--- config.mk ---
export PLATFORM = sky130hd
export DESIGN_NAME = rf_exec_ctrl
export DESIGN_NICKNAME = d
export VERILOG_FILES = /design/src/rtl/rf_exec_ctrl.sv
export SDC_FILE = /design/constraint.sdc
export NUM_CORES = 1
export LEC_CHECK = 0
export ABC_AREA = 0
export CORE_UTILIZATION = 58
export CTS_CLUSTER_SIZE = 28
export DETAILED_ROUTE_END_ITERATION = 8
export PLACE_DENSITY = 0.84
export SKIP_CTS_REPAIR_TIMING = 1
export SYNTH_ARGS = -nofsm -noshare
export SYNTH_HDL_FRONTEND = slang
export SYNTH_SLANG_ARGS = --single-unit
--- constraint.sdc ---
create_clock -name clk -period 8.5 [get_ports clk]
set_input_delay 1.275 -clock clk [delete_from_list [all_inputs] [get_ports clk]]
set_output_delay 1.275 -clock clk [all_outputs]
set_load 0.01 [all_outputs]
--- src/rtl/rf_exec_ctrl.sv ---
// Execution sequencer that reads two operands from the 8x16 register file and writes an ALU result back.
// Optional macro RF_EXEC_OVERLAP_EN lets a new instruction be accepted during WRITE.
module rf_exec_ctrl #(
    parameter int DATA_W = 16,
    parameter int ADDR_W = 3
) (
    input  logic              clk,
    input  logic              reset,
    input  logic              instr_valid,
    output logic              instr_ready,
    input  logic [0:2]        op,
    input  logic [0:ADDR_W-1] rs_a,
    input  logic [0:ADDR_W-1] rs_b,
    input  logic [0:ADDR_W-1] rd,
    output logic [0:ADDR_W-1] rd_addr_a,
    output logic [0:ADDR_W-1] rd_addr_b,
    input  logic [0:DATA_W-1] rf_a,
    input  logic [0:DATA_W-1] rf_b,
    output logic              wr,
    output logic [0:ADDR_W-1] wr_addr,
    output logic [0:DATA_W-1] d_in,
    output logic              done,
    output logic              flag_z,
    output logic              flag_c
);

    typedef enum logic [1:0] {IDLE, READ, EXEC, WRITE} state_t;

    state_t state, state_next;

    logic              accept;
    logic [0:2]        op_q;
    logic [0:ADDR_W-1] rd_q;
    logic [0:DATA_W-1] a_q, b_q;
    logic [0:DATA_W-1] result_q;
    logic              z_q, c_q;
    logic [0:DATA_W-1] alu_res;
    logic              alu_c;
    logic [0:DATA_W]   sum, diff;

    always_ff @(posedge clk) begin
        if (reset) state <= IDLE;
        else       state <= state_next;
    end

    always_comb begin
        state_next  = state;
        instr_ready = 1'b0;
        wr          = 1'b0;
        case (state)
            IDLE: begin
                instr_ready = 1'b1;
                if (instr_valid) state_next = READ;
            end
            READ: state_next = EXEC;
            EXEC: state_next = WRITE;
            WRITE: begin
                wr = 1'b1;
`ifdef RF_EXEC_OVERLAP_EN
                // The next READ follows the write edge, so accepting here is hazard-free.
                instr_ready = 1'b1;
                state_next  = instr_valid ? READ : IDLE;
`else
                state_next  = IDLE;
`endif
            end
            default: state_next = IDLE;
        endcase
    end

    assign accept  = instr_ready && instr_valid;
    assign wr_addr = rd_q;
    assign d_in    = result_q;

    // Bit 0 of the widened sum/difference is the carry-out or borrow.
    assign sum  = {1'b0, a_q} + {1'b0, b_q};
    assign diff = {1'b0, a_q} - {1'b0, b_q};

    always_comb begin
        alu_res = '0;
        alu_c   = 1'b0;
        case (op_q)
            3'b000: begin alu_res = sum[1:DATA_W];  alu_c = sum[0];  end
            3'b001: begin alu_res = diff[1:DATA_W]; alu_c = diff[0]; end
            3'b010: alu_res = a_q & b_q;
            3'b011: alu_res = a_q | b_q;
            3'b100: alu_res = a_q ^ b_q;
            3'b101: alu_res = ~a_q;
            3'b110: begin alu_res = a_q << 1; alu_c = a_q[0];        end
            3'b111: begin alu_res = a_q >> 1; alu_c = a_q[DATA_W-1]; end
            default: ;
        endcase
    end

    always_ff @(posedge clk) begin
        if (reset) begin
            op_q      <= '0;
            rd_q      <= '0;
            rd_addr_a <= '0;
            rd_addr_b <= '0;
            a_q       <= '0;
            b_q       <= '0;
            result_q  <= '0;
            z_q       <= 1'b0;
            c_q       <= 1'b0;
            done      <= 1'b0;
            flag_z    <= 1'b0;
            flag_c    <= 1'b0;
        end else begin
            done <= (state == WRITE);
            // Read addresses double as the latched source fields and hold outside READ.
            if (accept) begin
                op_q      <= op;
                rd_q      <= rd;
                rd_addr_a <= rs_a;
                rd_addr_b <= rs_b;
            end
            if (state == READ) begin
                a_q <= rf_a;
                b_q <= rf_b;
            end
            if (state == EXEC) begin
                result_q <= alu_res;
                z_q      <= (alu_res == '0);
                c_q      <= alu_c;
            end
            if (state == WRITE) begin
                flag_z <= z_q;
                flag_c <= c_q;
            end
        end
    end

endmodule

==> impl_metrics.yaml, run 1 <==
sta:
  setup_viol: 0
  finClkSkew_ns: 0.0169
  slew_violations: 0
  rsz0062_at_grt: "false"
  tns_ns: 0
  worstMarginPinSlew_ns: 1.16
  fmax_mhz: 268
  min_period_ns: 3.73
  slew_headroom_pct: 20.5
  whs_ns: 0.456
  timing.final.crit_share_pct: 43.8
  hold_violations: 0
routing:
  vias: 5609
  totalWireLength_um: 16900
  wl_met1_um: 7160
  top_layer: "met4"
  avgViaCountPerCell: 6.30
  route.met3.wl_um: 1500
  drtPass1Iterations: 6
  post_drt_wl_per_cell_um: 19.0
  route.detailed.drc: 0
  ant_nets: 0
  wl_met2_um: 7690
  drt_iter0_drc: 590
floorplan:
  die_w_um: 99.7
  coreArea_um2: 9240
  dieArea_um2: 9940
  io_pins: 77
  initial_core_util_pct: 59.9
  chipHeight_um: 99.7
  rows: 35
worst_setup_path:
  path_buf_inv: 1
  worstPathArrival_ns: 4.02
  critPathSlowestCell: "a2111oi_0"
  worstPathCellList: "buf_4 > or3_1 > nor3_1 > a2111oi_0 > o211ai_1 > nor4bb_1 > and4b_1 > nand4_1 > o21ai_1"
  crit_type: "reg -> reg"
  critPathMaxStageDelay_ns: 1.02
  cp_max_fo: 55
  cp-start-kind: "flop"
  setup.worst_path.end_class: "flop"
  worstPathRequired_ns: 8.80
  critPathTopFamily: "simple AND/OR/NAND/NOR gates"
synthesis:
  ys_seq_area_share_pct: 24.2
  synthesis.nets: 812
  synth.distinct_cells: 70
  synth_flop_cell: "dfxtp_1"
  async_reset_ff_share_pct: 0
  avgSynthCellArea_um2: 7.79
  yosysWarningCount: 0
  yosys_register_bits: 67
  syn_area_um2: 5540
  synth_edf_count: 0
  synthCells: 711
power_and_ir_drop:
  leakage_nw: 2.44
  powerDensity_nw_per_um2: 321
  max-vdd-ir-drop_v: 0.000282
clock_network:
  clock_latency_ns: 0.36
  numCtsBuffers: 9
  clockBufferDepth: 2
  cts_root_buffer: "clkbuf_8"
  clock-sinks: 67
  cts_tree: "done"
  htreeDepth: 3
  clk_pin_slew_ns: 0.09
cells_and_area:
  final_common_cell: "nor2_1"
  final_cell_mix: "nor2_1 (85), clkdlybuf4s50_1 (75), dfxtp_1 (67)"
  fin_nets: 858
  fillerInstances: 792
  syn_to_final_growth_pct: 17.5
  diodes: 0
  drive_above_1_share_pct: 5.12
global_route:
  grt.overflow.total: 0
  grt_util_all_layers_pct: 34.6
  grt_pass1_vias: 5211
  grt_max_degree: 68
  antenna_found_initial: 0
  grt_pass1_wl_um: 26900
placed_design:
  dpl.hpwl_um: 12200
  gp_congestion: 0.999
  io_buffers: 76
worst_hold_path:
  hold_path_class: "reg -> reg"
status:
  outcome: "complete, no violations"
job:
  max-cap-violations: 0
worst paths after layout:
check	end	slack, ns	cells past startpoint	start
worst max-delay path	z_q	4.77	9	op_q[1]
worst min-delay path	rd_addr_a[2]	0.46	2	rd_addr_a[2]
worst max register to register	z_q	4.77	9	op_q[1]
worst min register to register	rd_addr_a[2]	0.46	2	rd_addr_a[2]
cells by family (layout without fill, tap and decap cells):
group | Yosys count | count (layout) | synth area share [%]
compound gates | 198 | 198 | 25.2
xor+xnor | 2 | 2 | 0.316
fa+ha+maj | 54 | 54 | 12.5
buf+inv | 104 | 155 | 7.75
flops | 67 | 67 | 24.2
mux | 52 | 52 | 10.1
simple gates | 234 | 234 | 20.0
stage by stage:
stage / util, % / power, mW / worst slack, ns / instance area, um^2 / cells
detailed placement: 68.1 / 1.75 / 4.87 / 6290 / 875
finish: 70.4 / 2.09 / 4.77 / 6500 / 891
CTS: 70.4 / 2.06 / 4.86 / 6500 / 891
floorplan: - / 1.38 / 5.82 / 5540 / 711
global route: 70.4 / 2.22 / 4.74 / 6500 / 891
global placement: 68.1 / 1.72 / 4.97 / 6290 / 875
cell type report:
| class | instances | area (um^2) | share of cell area, % |
|---|---|---|---|
| multi-input cells | 540 | 3770 | 57.9 |
| clock buffers | 10 | 128 | 1.96 |
| well taps | 129 | 161 | 2.48 |
| flip-flops and latches | 67 | 1340 | 20.6 |
| clock inverters | 6 | 88.8 | 1.37 |
| repair buffers | 82 | 801 | 12.3 |
| inverters | 57 | 216 | 3.33 |
state kept, by name, indices dropped and copies added (netlist names):
signal and flops:
z_q 1, state 2, b_q 16, rd_addr_b 3
a_q 16, flag_z 1, done 1, op_q 3
flag_c 1, c_q 1, rd_addr_a 3, wr_addr 3
d_in 16
cells in the mapped netlist (all sizes together) (5+ instances only):
library cell / number / area (um^2)
a211oi: 27 / 208
a21oi: 48 / 240
a221o: 7 / 70.1
a221oi: 6 / 52.6
and2: 6 / 37.5
buf: 24 / 125
clkbuf: 23 / 87.6
dfxtp: 67 / 1340
ha: 52 / 651
inv: 57 / 216
mux2i: 49 / 490
nand2: 58 / 218
nand2b: 16 / 100
nand3: 9 / 45.0
nor2: 85 / 319
nor2b: 14 / 87.6
nor3: 15 / 80.1
o211ai: 11 / 82.6
o21ai: 34 / 170
o21bai: 5 / 37.5
o221ai: 5 / 43.8
or3: 8 / 50.1
routing by layer:
| metal | up-vias | track usage, % |
|---|---|---|
| met4 | 0 | 14.1 |
| met5 | - | 2.56 |
| met2 | 302 | 55.3 |
| li1 | 2645 | - |
| met1 | 2607 | 46.8 |
| met3 | 55 | 4.78 |
worst min-delay path: cells and delay by family (launching register included):
| family | cells | cell delay, ns |
|---|---|---|
| flip-flops | 1 | 0.31 |
| AND/OR/NAND/NOR | 1 | 0.05 |
| AO/OA/AOI/OAI | 1 | 0.05 |
report_power, final:
group	total [mW]	internal (mW)	switching (mW)
logic	1.30	0.532	0.771
registers	0.474	0.394	0.0805
clock network	0.308	0.166	0.142
Note: power is estimated with default switching activity, not from simulation.
==> run 2: changes to the inputs <==
CORE_UTILIZATION = 56   (was 58)
PLACE_DENSITY = 0.81   (was 0.84)
clock period = 3.7 ns   (was 8.5 ns; I/O delays follow)
==> impl_metrics.yaml, run 2 (same netlist as run 1, synthesis figures left out) <==
power_and_ir_drop:
  total_power_mw: 4.80
  switching_power_mw: 2.31
  p_int_mw: 2.49
  clockPowerShare_pct: 13.5
  swShare_pct: 48.1
  powerDensity_nw_per_um2: 729
  p_seq_share_pct: 22.9
  leakage_nw: 2.49
  max-vdd-ir-drop_v: 0.000539
  p_comb_share_pct: 63.6
global_route:
  grt_max_degree: 43
  grt_util_all_layers_pct: 34.8
  grt_pass1_vias: 5331
  antenna_found_initial: 0
  grt.overflow.total: 0
  grt_pass1_wl_um: 27500
worst_setup_path:
  critPathMaxStageDelay_ns: 0.60
  worstPathCellList: "inv_1 > ha_1 > nand2_1 > o311ai_1 > nand3_1 > a311o_1 > a22oi_1 > o21ai_0 > a2111oi_2 > nand4_1 > o21ai_1"
  crit_type: "reg -> reg"
  cp_max_fo: 13
  cp-start-kind: "flop"
  critPathSlowestCell: "o311ai_1"
  setup.worst_path.end_class: "flop"
  worstPathArrival_ns: 3.62
  worstPathRequired_ns: 3.98
  rr_worst_depth: 11
floorplan:
  dieArea_um2: 10300
  chipHeight_um: 101
  io_pins: 77
  coreArea_um2: 9420
  die_w_um: 101
  initial_core_util_pct: 58.8
  rows: 35
routing:
  drt_iter0_drc: 437
  post_drt_wl_per_cell_um: 19.3
  totalWireLength_um: 17400
  route.detailed.drc: 0
  ant_nets: 0
  vias: 5619
  avgViaCountPerCell: 6.23
  drtPass1Iterations: 5
cells_and_area:
  fin_nets: 869
  final_cells: 902
  drive_above_1_share_pct: 6.60
  syn_to_final_growth_pct: 18.9
  final_cell_mix: "nor2_1 (85), clkdlybuf4s50_1 (75), dfxtp_1 (67)"
  final_common_cell: "nor2_1"
  diodes: 0
clock_network:
  numCtsBuffers: 9
  clockBufferDepth: 2
  clk_pin_slew_ns: 0.08
  clock-sinks: 67
  clock_latency_ns: 0.36
  cts_root_buffer: "clkbuf_8"
  htreeDepth: 3
  cts_tree: "done"
placed_design:
  dpl.cell_count: 886
  gp_congestion: 1.00
  dpl.hpwl_um: 12900
  io_buffers: 76
sta:
  timing.final.crit_share_pct: 90.1
  rsz0062_at_grt: "false"
  slew_violations: 0
  finClkSkew_ns: 0.0140
  fmax_mhz: 300
  setup_viol: 0
  slew_headroom_pct: 25.6
  min_period_ns: 3.33
  worstMarginPinSlew_ns: 1.12
  tns_ns: 0
  hold_violations: 0
worst_hold_path:
  hold_path_class: "reg -> reg"
  min_delay_path_depth: 2
job:
  max-cap-violations: 0
status:
  outcome: "complete, no violations"
==> run 2: changes by cell type in the layout (fill, tap and decap cells not counted), sizes merged <==
cell and delta:
bufinv -1, inv +1, clkinv +2, buf +11, clkbuf -1, clkinvlp -1
==> run 2: worst max-delay path: cells and delay by family (launching register included) <==
family                     cells  cell delay [ns]
AOI/OAI and AO/OA              6             1.76
adders and majority gates      1             0.54
DFF                            1             0.44
and+or+nand+nor                3             0.44
buffers and inverters          1             0.07
==> run 2: path summary, 6_finish.rpt <==
| check | startpoint | end | slack, ns |
|---|---|---|---|
| max | a_q[11] | z_q | 0.37 |
| min | rd_addr_b[1] | rd_addr_b[1] | 0.46 |
| max reg2reg | a_q[11] | z_q | 0.37 |
| min reg2reg | rd_addr_b[1] | rd_addr_b[1] | 0.46 |
==> run 2: area by class of cell <==
cell class,count,area [um^2]
multi-input combinational,540,3770
fill,784,2830
sequential,67,1340
timing repair buffer,93,896
inverter,57,216
tap,129,161
clock buffer,9,124
clock inverter,7,73.8
==> run 2: power by group through the flow <==
| stage | sequential [mW] | combinational [mW] | clock, mW |
|---|---|---|---|
| 3_5_place_dp | 1.11 | 2.97 | 0 |
| 5_1_grt | 1.12 | 3.31 | 0.684 |
| 2_1_floorplan | 1.08 | 2.10 | 0 |
| 6_report | 1.10 | 3.05 | 0.649 |
| 4_1_cts | 1.10 | 2.98 | 0.658 |
| 3_3_place_gp | 1.09 | 2.92 | 0 |
==> run 2: per-layer routing <==
layer	global-route usage [%]	wire [um]
met5	0	0
met2	56.4	8080
met1	46.3	7550
met4	13.0	493
met3	6.00	1270
==> run 2: stage by stage <==
step	setup WS (ns)	utilization, %	hold slack (ns)	cell area (um^2)
after floorplan	1.02	-	0.442	5540
after global placement	0.560	67.8	0.442	6380
after detailed placement	0.543	67.8	0.448	6380
after CTS	0.508	69.9	0.461	6580
after global routing	0.229	69.9	0.476	6580
final	0.366	69.9	0.460	6580
